### src/rtl/stack_arb.sv
// stack_arb: round-robin arbiter sharing one push/pop stack between two requesters.
// Define STACK_ARB_WATERMARK_EN to add the hwm (occupancy high-water mark) output.
module stack_arb #(
    parameter int WIDTH = 16,
    parameter int DEPTH = 7
) (
    input  logic             clk,
    input  logic             reset,
    input  logic [1:0]       req,
    input  logic [1:0]       op_pop,
    input  logic [WIDTH-1:0] wdata0,
    input  logic [WIDTH-1:0] wdata1,
    output logic [1:0]       ack,
    output logic             err,
    output logic [WIDTH-1:0] rdata,
    input  logic             flush,
    output logic             stk_push,
    output logic             stk_pop,
    output logic             stk_reset,
    output logic [WIDTH-1:0] stk_in,
    input  logic [WIDTH-1:0] stk_out,
    output logic [DEPTH:0]   depth
`ifdef STACK_ARB_WATERMARK_EN
    ,
    output logic [DEPTH:0]   hwm
`endif
);

    typedef enum logic [1:0] {IDLE, ISSUE, RESP, FLUSH} state_t;

    localparam logic [DEPTH:0] FULL = {1'b1, {DEPTH{1'b0}}};
    localparam logic [DEPTH:0] ONE  = {{DEPTH{1'b0}}, 1'b1};

    state_t             state_reg, state_next;
    logic               fav_reg, fav_next;
    logic               win_reg, win_next;
    logic               op_reg, op_next;
    logic               rej_reg, rej_next;
    logic [DEPTH:0]     depth_reg, depth_next;
    logic [1:0]         ack_reg, ack_next;
    logic               err_reg, err_next;
    logic [WIDTH-1:0]   rdata_reg, rdata_next;
    logic               push_reg, push_next;
    logic               pop_reg, pop_next;
    logic               stk_reset_reg, stk_reset_next;
    logic [WIDTH-1:0]   stk_in_reg, stk_in_next;
`ifdef STACK_ARB_WATERMARK_EN
    logic [DEPTH:0]     hwm_reg, hwm_next;
`endif

    logic               win_sel;
    logic               sel_pop;
    logic               sel_rej;
    logic [WIDTH-1:0]   sel_wdata;
    logic [1:0]         win_onehot;

    // The favoured port wins when it requests; otherwise the other port is served.
    assign win_sel   = req[fav_reg] ? fav_reg : ~fav_reg;
    assign sel_pop   = op_pop[win_sel];
    assign sel_wdata = win_sel ? wdata1 : wdata0;
    assign sel_rej   = sel_pop ? (depth_reg == '0) : (depth_reg == FULL);

    genvar gi;
    generate
        for (gi = 0; gi < 2; gi++) begin : g_win
            assign win_onehot[gi] = (win_reg == 1'(gi));
        end
    endgenerate

    always_ff @(posedge clk) begin
        if (reset) begin
            state_reg     <= IDLE;
            fav_reg       <= 1'b0;
            win_reg       <= 1'b0;
            op_reg        <= 1'b0;
            rej_reg       <= 1'b0;
            depth_reg     <= '0;
            ack_reg       <= '0;
            err_reg       <= 1'b0;
            rdata_reg     <= '0;
            push_reg      <= 1'b0;
            pop_reg       <= 1'b0;
            stk_reset_reg <= 1'b1;
            stk_in_reg    <= '0;
`ifdef STACK_ARB_WATERMARK_EN
            hwm_reg       <= '0;
`endif
        end else begin
            state_reg     <= state_next;
            fav_reg       <= fav_next;
            win_reg       <= win_next;
            op_reg        <= op_next;
            rej_reg       <= rej_next;
            depth_reg     <= depth_next;
            ack_reg       <= ack_next;
            err_reg       <= err_next;
            rdata_reg     <= rdata_next;
            push_reg      <= push_next;
            pop_reg       <= pop_next;
            stk_reset_reg <= stk_reset_next;
            stk_in_reg    <= stk_in_next;
`ifdef STACK_ARB_WATERMARK_EN
            hwm_reg       <= hwm_next;
`endif
        end
    end

    always_comb begin
        state_next     = state_reg;
        fav_next       = fav_reg;
        win_next       = win_reg;
        op_next        = op_reg;
        rej_next       = rej_reg;
        depth_next     = depth_reg;
        rdata_next     = rdata_reg;
        ack_next       = '0;
        err_next       = 1'b0;
        push_next      = 1'b0;
        pop_next       = 1'b0;
        stk_reset_next = 1'b0;
        stk_in_next    = '0;
`ifdef STACK_ARB_WATERMARK_EN
        hwm_next       = hwm_reg;
`endif
        case (state_reg)
            IDLE: begin
                if (flush) begin
                    stk_reset_next = 1'b1;
                    state_next     = FLUSH;
                end else if (|req) begin
                    // Strobes are registered here so they appear in the ISSUE cycle.
                    win_next   = win_sel;
                    op_next    = sel_pop;
                    rej_next   = sel_rej;
                    push_next  = !sel_pop && !sel_rej;
                    pop_next   = sel_pop && !sel_rej;
                    if (!sel_pop && !sel_rej)
                        stk_in_next = sel_wdata;
                    state_next = ISSUE;
                end
            end
            ISSUE: begin
                if (!rej_reg) begin
                    if (op_reg) begin
                        depth_next = depth_reg - ONE;
                        // The stack shows its top entry on stk_out until this pop edge.
                        rdata_next = stk_out;
                    end else begin
                        depth_next = depth_reg + ONE;
`ifdef STACK_ARB_WATERMARK_EN
                        if (depth_reg + ONE > hwm_reg)
                            hwm_next = depth_reg + ONE;
`endif
                    end
                end
                ack_next   = win_onehot;
                err_next   = rej_reg;
                state_next = RESP;
            end
            RESP: begin
                fav_next   = ~win_reg;
                state_next = IDLE;
            end
            FLUSH: begin
                depth_next = '0;
                state_next = IDLE;
            end
            default: state_next = IDLE;
        endcase
    end

    assign ack       = ack_reg;
    assign err       = err_reg;
    assign rdata     = rdata_reg;
    assign stk_push  = push_reg;
    assign stk_pop   = pop_reg;
    assign stk_reset = stk_reset_reg;
    assign stk_in    = stk_in_reg;
    assign depth     = depth_reg;
`ifdef STACK_ARB_WATERMARK_EN
    assign hwm       = hwm_reg;
`endif

endmodule

### config.mk
export PLATFORM = sky130hd
export DESIGN_NAME = stack_arb
export DESIGN_NICKNAME = d
export VERILOG_FILES = /design/src/rtl/stack_arb.sv
export SDC_FILE = /design/constraint.sdc
export NUM_CORES = 1
export LEC_CHECK = 0
export CAP_MARGIN = 15
export CELL_PAD_IN_SITES_DETAIL_PLACEMENT = 0
export CELL_PAD_IN_SITES_GLOBAL_PLACEMENT = 1
export CORE_AREA = 2 2 86 88
export CTS_CLUSTER_SIZE = 14
export DETAILED_ROUTE_END_ITERATION = 10
export DIE_AREA = 0 0 88 90
export PLACE_DENSITY_LB_ADDON = 0.1
export SETUP_SLACK_MARGIN = 0.05
export SLEW_MARGIN = 15
export SYNTH_ARGS = -nofsm -noshare
export SYNTH_HDL_FRONTEND = slang
export SYNTH_SLANG_ARGS = --single-unit
### constraint.sdc
create_clock -name clk -period 4.4 [get_ports clk]
set_clock_uncertainty 0.2 [all_clocks]
set_input_delay 0.44 -clock clk [delete_from_list [all_inputs] [get_ports clk]]
set_output_delay 0.44 -clock clk [all_outputs]
set_load 0.005 [all_outputs]
# Word level (Yosys, flattened, before mapping)
# Cells that the tools add are included.
# word_totals
regBits	52
output_inout_bits	46
elab_cells	61
input_bits	55
# classes
n_lt_le_gt_ge	2
n_bitwise	8
n_addsub	2
reduce_logical	15
eq_ne	6
muxes	15
# op_table
op	n
$mux 16	1
$mux 8	2
$pmux 8 s2	1
$add 8x1->8 const B	1
$eq 8x8->1 const B	1
$logic_not 8->1	1
$mux 1	8
$not 1->1	8
$sub 8x1->8 const B	1
$pmux 2 s3	1
$reduce_and 3->1	2
$reduce_or 2->1	3
$reduce_or 5->1	1
$eq 2x2->1 const B	2
$lt 1x2->1 const B	2
$mux 2	2
$reduce_or 4->1	1
$ne 3x3->1 const B	1
$eq 2x1->1 const B	1
$logic_and 1x1->1	2
$logic_not 1->1	2
$logic_not 2->1	1
$ne 2x2->1 const B	1
$reduce_and 2->1	1
$reduce_bool 2->1	1

# Longest topological paths before layout
# Gate-level depths: netlist (run 1).
# logic_depth
word_depth	10
mapped_depth	6
depth_no_buf	6

# Worst setup path after synthesis (run 1)
# No wires, ideal clock.
# synth_path
kind	input to register
startpoint	input req[0]
endpoint	register stk_in_reg[10], in the netlist stk_in[10]
setup_ps	64
required_ps	4136
cell_stages	6
arrival_ps	1586
setup_slack_ps	2550
path_buffers	1
cell_sequence	inv_2 > mux2i_4 > mux2i_2 > nand3_2 > buf_2 > nor2_1
# synth_between
elab_chain_cells	10
word_cells_on_any_way	14
classes_between	7 x mux; 2 x bitwise; 5 x reduce/logical
# synth_lines
item	line_no	source
start: declaration	9	input logic [1:0] req,
$mux 1 (not written as such) (2 in a row)	58	assign win_sel = req[fav_reg] ? fav_reg : ~fav_reg;
$mux 1	58	
$mux 1 (not written as such) (2 in a row)	59	assign sel_pop = op_pop[win_sel];
$mux 1	61	assign sel_rej = sel_pop ? (depth_reg == '0) : (depth_reg == FULL);
$logic_not 1->1	137	if (!sel_pop && !sel_rej)
$logic_and 1x1->1	137	
$not 1->1 (no source line)	-	
$reduce_or 5->1 (no source line)	-	
end signal: assignment	101	stk_in_reg <= stk_in_next;
end: declaration	46	logic [WIDTH-1:0] stk_in_reg, stk_in_next;
# Several ways; a longest one is shown, not always the timed one. The select of a mux whose other input is x is not followed.
# A chain may end at the register's enable or synchronous reset.

# Worst setup path in the final report (run 1)
# layout_path
startpoint	input reset
endpoint	register stk_in_reg[3], in the netlist stk_in[3]
# layout_between
elab_chain_cells	1
# layout_lines
item	line_no	source
start: declaration	8	input logic reset,
$reduce_or 5->1 (no source line)	-	
# Every way passes these cells.

==> summary.md, run 1 <==
| Metric | Value |
|---|---|
| Max-Cap Viols | `0` |
| Largest net degree at the start of global routing | `32` |
| Max Transition Viols Final | `0` |
| First-pass GRT wire length | `8.638 mm` |
| Largest stage delay, worst path | `990 ps` |
| EDFF count, synth | `0` |
| Ant diodes | `0` |
| Post-CTS setup buffers | `0` |
| Clock Latency Late Sink | `300 ps` |
| Clock sinks | `52` |
| Total track usage | `0.1356` |
| Synth Register Bits | `52` |
| GRT Residual Overflow | `0` |
| Ys async rst share | `0` |
| Slowest stage cell, crit path | `clkdlybuf4s50_1` |
| Post-synth top flop | `dfxtp_1` |
| CP Cell Sequence | `clkdlybuf4s50_1 > nor2_1 > nand3_2 > nor2_1` |
| Most used cell, CP | `nor2_1` |
| Die H | `90 microns` |
| Routed vias | `1884` |
| Seq/Total Area, Yosys | `0.4917` |
| Area growth from synthesis to layout | `55.50%` |
| Placement Rows | `31` |
| Non-filler cells, final | `432` |
| Htree depth | `2` |
| Peak supply drop | `130.3 uV` |
| Root buf cell | `clkbuf_8` |
| Relative slew slack | `0.2312` |
| Inst Count DP | `425` |
| # hold bufs at CTS | `0` |
| PortBufs | `100` |
| Tcrit/Tclk final | `0.5243` |
| Worst setup SP type | `input port` |
| Yosys warnings | `0` |
| Drt wl/cell | `12.25 microns` |
| Leak | `1.282 nW` |
| Worst Setup End Kind | `register` |
| Slew @ Worst Pin | `1150 ps` |
| Wire length on met2 | `2.336 mm` |
| Status | `finished, final reports clean` |
| Die area | `0.007920 sq mm` |
| PostCTS Resize Cnt | `0` |
| Max Used Layer | `met4` |
| Most frequent cells in the layout | `clkdlybuf4s50_1, dfxtp_1, nand2_1` |
| Min cycle time layout | `2307 ps` |
| Final GP Congestion | `0.7416` |
| Die width | `88 microns` |
| RSZ-0062 raised after global routing | `no` |
| Initial DRC count | `52` |
| Synthesized cell area | `0.002117 sq mm` |
| Hold crit path type | `register to register` |
| Final instance area | `0.003292 sq mm` |
| Clk slew on worst S/H paths | `90 ps` |
| Commonest non-fill, non-tap cell in the layout | `clkdlybuf4s50_1` |
| CTS Buf Count | `5` |
| Core Area | `0.007020 sq mm` |
| Number of global-route vias before repair | `1817` |
| IO Pins | `101` |
| Final setup vio count | `0` |
| WL final | `5.291 mm` |
| Synth cell types | `35` |
| Power per cell area | `278.2 mW/mm^2` |
| Deepest clock path buffer count | `2` |
| Routed wl met3 | `371 microns` |
| Final ANT Viol Nets | `0` |
| Crit path max-delay family | `buffers and inverters` |
| First-pass DRT Iterations | `4` |
| CP required | `4430 ps` |
| Max Fclk | `0.4335 GHz` |
| Layout Nets | `395` |
| DRC Markers | `0` |
| Critical Path Fanout Max | `31` |
| CTS tree | `yes` |
| Initial antenna violation count | `0` |
| Crit Path Class | `input port to register` |
| Initial Utilization | `0.3016` |
| Synth Instances | `234` |
| Layout cell share with drive strength beyond 1 | `0.04204` |
| WP data arrival | `2340 ps` |
| Placed Area | `0.003211 sq mm` |
| Mapped Nets | `296` |
| Met1 WL | `2.520 mm` |
| Avg Vias per Cell | `4.361` |
| Final-report hold violation count | `0` |
| Total negative slack | `0 ps` |
| Syn_area_per_cell | `9.047 sq um` |
| Dpl hpwl | `3.886 mm` |
| Buffers & Inverters on Critical Path | `1` |
## routing by layer
| metal | vias to the layer above | track usage |
|---|---|---|
| met1 | 829 | 0.1791 |
| met2 | 63 | 0.2083 |
| met5 | - | 0 |
| met3 | 5 | 0.04408 |
| li1 | 987 | - |
| met4 | 0 | 0.04231 |
## per-stage QoR
stage               total power [mW]    util  hold WS (ps)  setup slack [ps]
floorplan                     0.5803       -         232.7              2550
global placement              0.6681  0.4573         241.6              1755
detailed placement            0.6679  0.4573         246.1              1673
CTS                           0.9303  0.4689         259.5              2019
global route                  0.9619  0.4689         279.2              1854
finish                        0.9157  0.4689         257.5              2093
## Yosys cell counts (2+ instances only)
| cell | count | area [sq um] |
|---|---|---|
| dfxtp_1 | 52 | 1041 |
| nand2_1 | 42 | 157.7 |
| nor2_1 | 29 | 108.9 |
| a21oi_1 | 23 | 115.1 |
| mux2i_1 | 18 | 180.2 |
| o21ai_0 | 9 | 45.04 |
| ha_1 | 6 | 75.07 |
| xor2_1 | 5 | 43.79 |
| buf_2 | 4 | 20.02 |
| inv_1 | 4 | 15.01 |
| nor3_1 | 4 | 20.02 |
| a21o_1 | 3 | 22.52 |
| and3_1 | 3 | 18.77 |
| clkbuf_1 | 3 | 11.26 |
| nor2b_1 | 3 | 18.77 |
| nor4_1 | 3 | 18.77 |
| a22oi_1 | 2 | 15.01 |
| buf_1 | 2 | 7.510 |
| o21a_1 | 2 | 15.01 |
| xnor2_1 | 2 | 17.52 |
## power breakdown
group          switching, mW  leakage [nW]  total [mW]  internal, mW
clock network          0.153        0.0400       0.261         0.108
logic                 0.0597         0.820       0.154        0.0942
registers             0.0153         0.421       0.501         0.485
total                  0.228          1.28       0.916         0.688
## logic make-up (layout without fill, tap and decap cells)
| logic type | after synthesis | in the layout | share of synthesized area |
|---|---|---|---|
| DFF | 52 | 52 | 0.4917 |
| adders and majority gates | 7 | 7 | 0.04492 |
| AOI/OAI and AO/OA | 46 | 46 | 0.1294 |
| xor gates and xnor gates | 7 | 7 | 0.02896 |
| and+or+nand+nor | 88 | 88 | 0.1755 |
| buffers and inverters | 14 | 113 | 0.02718 |
| muxes | 20 | 20 | 0.1022 |
## cell type report
cell class | count | area, sq um
Sequential cell | 52 | 1041
Inverter | 5 | 18.77
Fill cell | 710 | 3729
Clock buffer | 5 | 68.82
Clock inverter | 2 | 12.51
Multi-Input combinational cell | 168 | 1018
Tap cell | 99 | 123.9
Timing Repair Buffer | 101 | 1008
## final timing paths
kind / start / to / slack [ps] / cells past startpoint
hold / removal: rdata[1]$_SDFFE_PP0P_ / rdata[1]$_SDFFE_PP0P_ / 260 / 2
setup / recovery: reset / stk_in[3]$_SDFF_PP0_ / 2090 / 4
hold reg to reg: rdata[1]$_SDFFE_PP0P_ / rdata[1]$_SDFFE_PP0P_ / 260 / 2
setup reg to reg: op_reg$_SDFFE_PP0P_ / depth[7]$_SDFFE_PP0P_ / 2130 / 6
## tightest hold or removal path: stages (launching register included)
cell and delay, ps:
dfxtp_1 320, nand2_1 50, a21oi_1 50
Note: power is estimated with default switching activity, not from simulation.
==> inputs of run 2 (changes only) <==
--- a/config.mk
+++ b/config.mk
@@ -8,10 +8,10 @@
 export CAP_MARGIN = 15
 export CELL_PAD_IN_SITES_DETAIL_PLACEMENT = 0
 export CELL_PAD_IN_SITES_GLOBAL_PLACEMENT = 1
-export CORE_AREA = 2 2 86 88
+export CORE_AREA = 2 2 89 91
 export CTS_CLUSTER_SIZE = 14
 export DETAILED_ROUTE_END_ITERATION = 10
-export DIE_AREA = 0 0 88 90
+export DIE_AREA = 0 0 91 93
 export PLACE_DENSITY_LB_ADDON = 0.1
 export SETUP_SLACK_MARGIN = 0.05
 export SLEW_MARGIN = 15
==> constraint.sdc (replaced) <==
create_clock -name clk -period 2.4 [get_ports clk]
set_clock_uncertainty 0.2 [all_clocks]
set_input_delay 0.24 -clock clk [delete_from_list [all_inputs] [get_ports clk]]
set_output_delay 0.24 -clock clk [all_outputs]
set_load 0.005 [all_outputs]
==> run 2 against run 1 <==
  * Global-route usage decreased by 0.79 points
  * Wire length increased by 1.5%
  * Cell count increased by 2.3%
  * Register-to-register slack got worse by 1700 ps
  * Hold slack got worse by 1.0 ps
  * Critical endpoint is now depth[6]$_SDFFE_PP0P_
  * Largest cell class is now buffers
  * Sequential cell count unchanged
  * Sequential power increased by 83%
  * Die area increased by 6.9%
  * Non-clock buffer count increased by 6
  * Core utilization decreased by 2.4 points
  * Worst setup slack got worse by 1700 ps
==> summary.md, run 2 (synthesis results as in run 1) <==
| Metric | Value |
|---|---|
| PortBufs | `100 (unchanged)` |
| Peak supply drop | `200.8 uV (+54%)` |
| Final GP Congestion | `0.7260 (-2.1%)` |
| Final-report hold violation count | `0 (unchanged)` |
| Setup ws final | `418.1 ps (-1675 ps)` |
| Worst min-delay path startpoint | `rdata[3]$_SDFFE_PP0P_` |
| Worst setup path start | `op_reg$_SDFFE_PP0P_` |
| Initial DRC count | `53 (+1.9%)` |
| Area growth from synthesis to layout | `58.16%` |
| Slowest stage cell, crit path | `dfxtp_1` |
| Number of global-route vias before repair | `1861 (+2.4%)` |
| DRC Markers | `0 (unchanged)` |
| Die H | `93 microns (+3.3%)` |
| WL final | `5.371 mm (+1.5%)` |
| Clock sinks | `52 (unchanged)` |
| Relative slew slack | `0.6906 (+0.4593)` |
| Layout Nets | `401 (+1.5%)` |
| Initial Utilization | `0.2812 (-0.02030)` |
| Slew @ Worst Pin | `459.9 ps (-689.7 ps)` |
| Min cycle time layout | `1982 ps` |
| Largest net degree at the start of global routing | `18 (-44%)` |
| Layout cell share with drive strength beyond 1 | `0.05882 (+0.01678)` |
| Total track usage | `0.1277 (-0.007904)` |
| Max Transition Viols Final | `0 (unchanged)` |
| WP data arrival | `1980 ps (-360 ps)` |
| Commonest non-fill, non-tap cell in the layout | `clkdlybuf4s50_1` |
| Most frequent cells in the layout | `clkdlybuf4s50_1, dfxtp_1, nand2_1` |
| CP Cell Sequence | `ha_1 > a21oi_1 > o21ai_0 > a21oi_1 > xor2_1 > o21ai_0` |
| Post-CTS setup buffers | `0 (unchanged)` |
| Drt wl/cell | `12.15 microns (-0.78%)` |
| Reg2Reg Launch Point | `op_reg$_SDFFE_PP0P_` |
| GRT Residual Overflow | `0 (unchanged)` |
| Status | `finished, final reports clean` |
| PostCTS Resize Cnt | `0 (unchanged)` |
| Leak | `1.312 nW (+2.4%)` |
| Tcrit/Tclk final | `0.8258` |
| Power per cell area | `510.8 mW/mm^2 (+84%)` |
| Deepest clock path buffer count | `2 (unchanged)` |
| Setup WS pre-CTS | `215.9 ps (-1457 ps)` |
| Worst Setup End Kind | `register` |
| Final ANT Viol Nets | `0 (unchanged)` |
| IO Pins | `101 (unchanged)` |
| Worst setup SP type | `register` |
| Final setup vio count | `0 (unchanged)` |
| Largest stage delay, worst path | `490 ps (-500 ps)` |
| Total power draw | `1.710 mW (+87%)` |
| First-pass GRT wire length | `8.687 mm (+0.57%)` |
| Ant diodes | `0 (unchanged)` |
| Max Fclk | `0.5046 GHz` |
| Routed vias | `1950 (+3.5%)` |
| FILL cells | `804 (+13%)` |
| Dpl hpwl | `4.010 mm (+3.2%)` |
| Core Area | `0.007527 sq mm (+7.2%)` |
| Critical Path Fanout Max | `7 (-77%)` |
| First-pass DRT Iterations | `4 (unchanged)` |
| Clk slew on worst S/H paths | `100 ps (about the same)` |
| Die width | `91 microns (+3.4%)` |
| # hold bufs at CTS | `0 (unchanged)` |
| Hold crit path type | `register to register` |
| Inst Count DP | `434 (+2.1%)` |
| Initial antenna violation count | `0 (unchanged)` |
| Root buf cell | `clkbuf_8` |
| RSZ-0062 raised after global routing | `no` |
| Placement Rows | `32 (+3.2%)` |
| CTS Buf Count | `5 (unchanged)` |
| CP required | `2400 ps (-2030 ps)` |
| Non-filler cells, final | `442 (+2.3%)` |
| Max-Cap Viols | `0 (unchanged)` |
| Clock Latency Late Sink | `300 ps (about the same)` |
| Crit Path Class | `register to register` |
| Htree depth | `2 (unchanged)` |
| Total negative slack | `0 ps (unchanged)` |
| Die area | `0.008463 sq mm (+6.9%)` |
| Avg Vias per Cell | `4.412 (+1.2%)` |
| CTS tree | `yes` |
-- run 2: layer usage --
layer | GRT usage | part of all wire
met5 | 0 | 0
met4 | 0.03409 | 0.0047
met3 | 0.05157 | 0.090
met2 | 0.2123 | 0.46
met1 | 0.1534 | 0.45
-- run 2: path summary, 6_finish.rpt --
check                                to  slack (ps)  cells past startpoint
hold / removal    rdata[3]$_SDFFE_PP0P_         260                      2
setup / recovery  depth[6]$_SDFFE_PP0P_         420                      6
hold reg to reg   rdata[3]$_SDFFE_PP0P_         260                      2
setup reg to reg  depth[6]$_SDFFE_PP0P_         420                      6
-- run 2: per-stage QoR --
stage	hold WS, ps	util	area, sq um
final	256.5	0.4448	3348
after floorplan	150.2	-	2117
after global routing	261.4	0.4448	3348
after detailed placement	246.0	0.4330	3259
after CTS	250.7	0.4448	3348
after global placement	241.6	0.4330	3259
-- run 2: critical path, delay by kind of cell, from the launching register on --
family	cells	cell delay [ps]
xor+xnor	1	160
fa+ha+maj	1	340
compound gates	4	680
flops	1	490
-- run 2: layout make-up --
class,count,area [sq um],area share
clock buffers,6,72.57,0.02167
clock inverters,2,16.27,0.004858
inverters,5,18.77,0.005605
multi-input cells,168,1018,0.3042
flip-flops and latches,52,1041,0.3109
well taps,102,127.6,0.03812
repair buffers,107,1054,0.3146
-- run 2: power by group --
| part | internal (mW) | switching (mW) |
|---|---|---|
| Sequential | 0.890 | 0.0261 |
| Combinational | 0.179 | 0.115 |
| Clock | 0.208 | 0.293 |
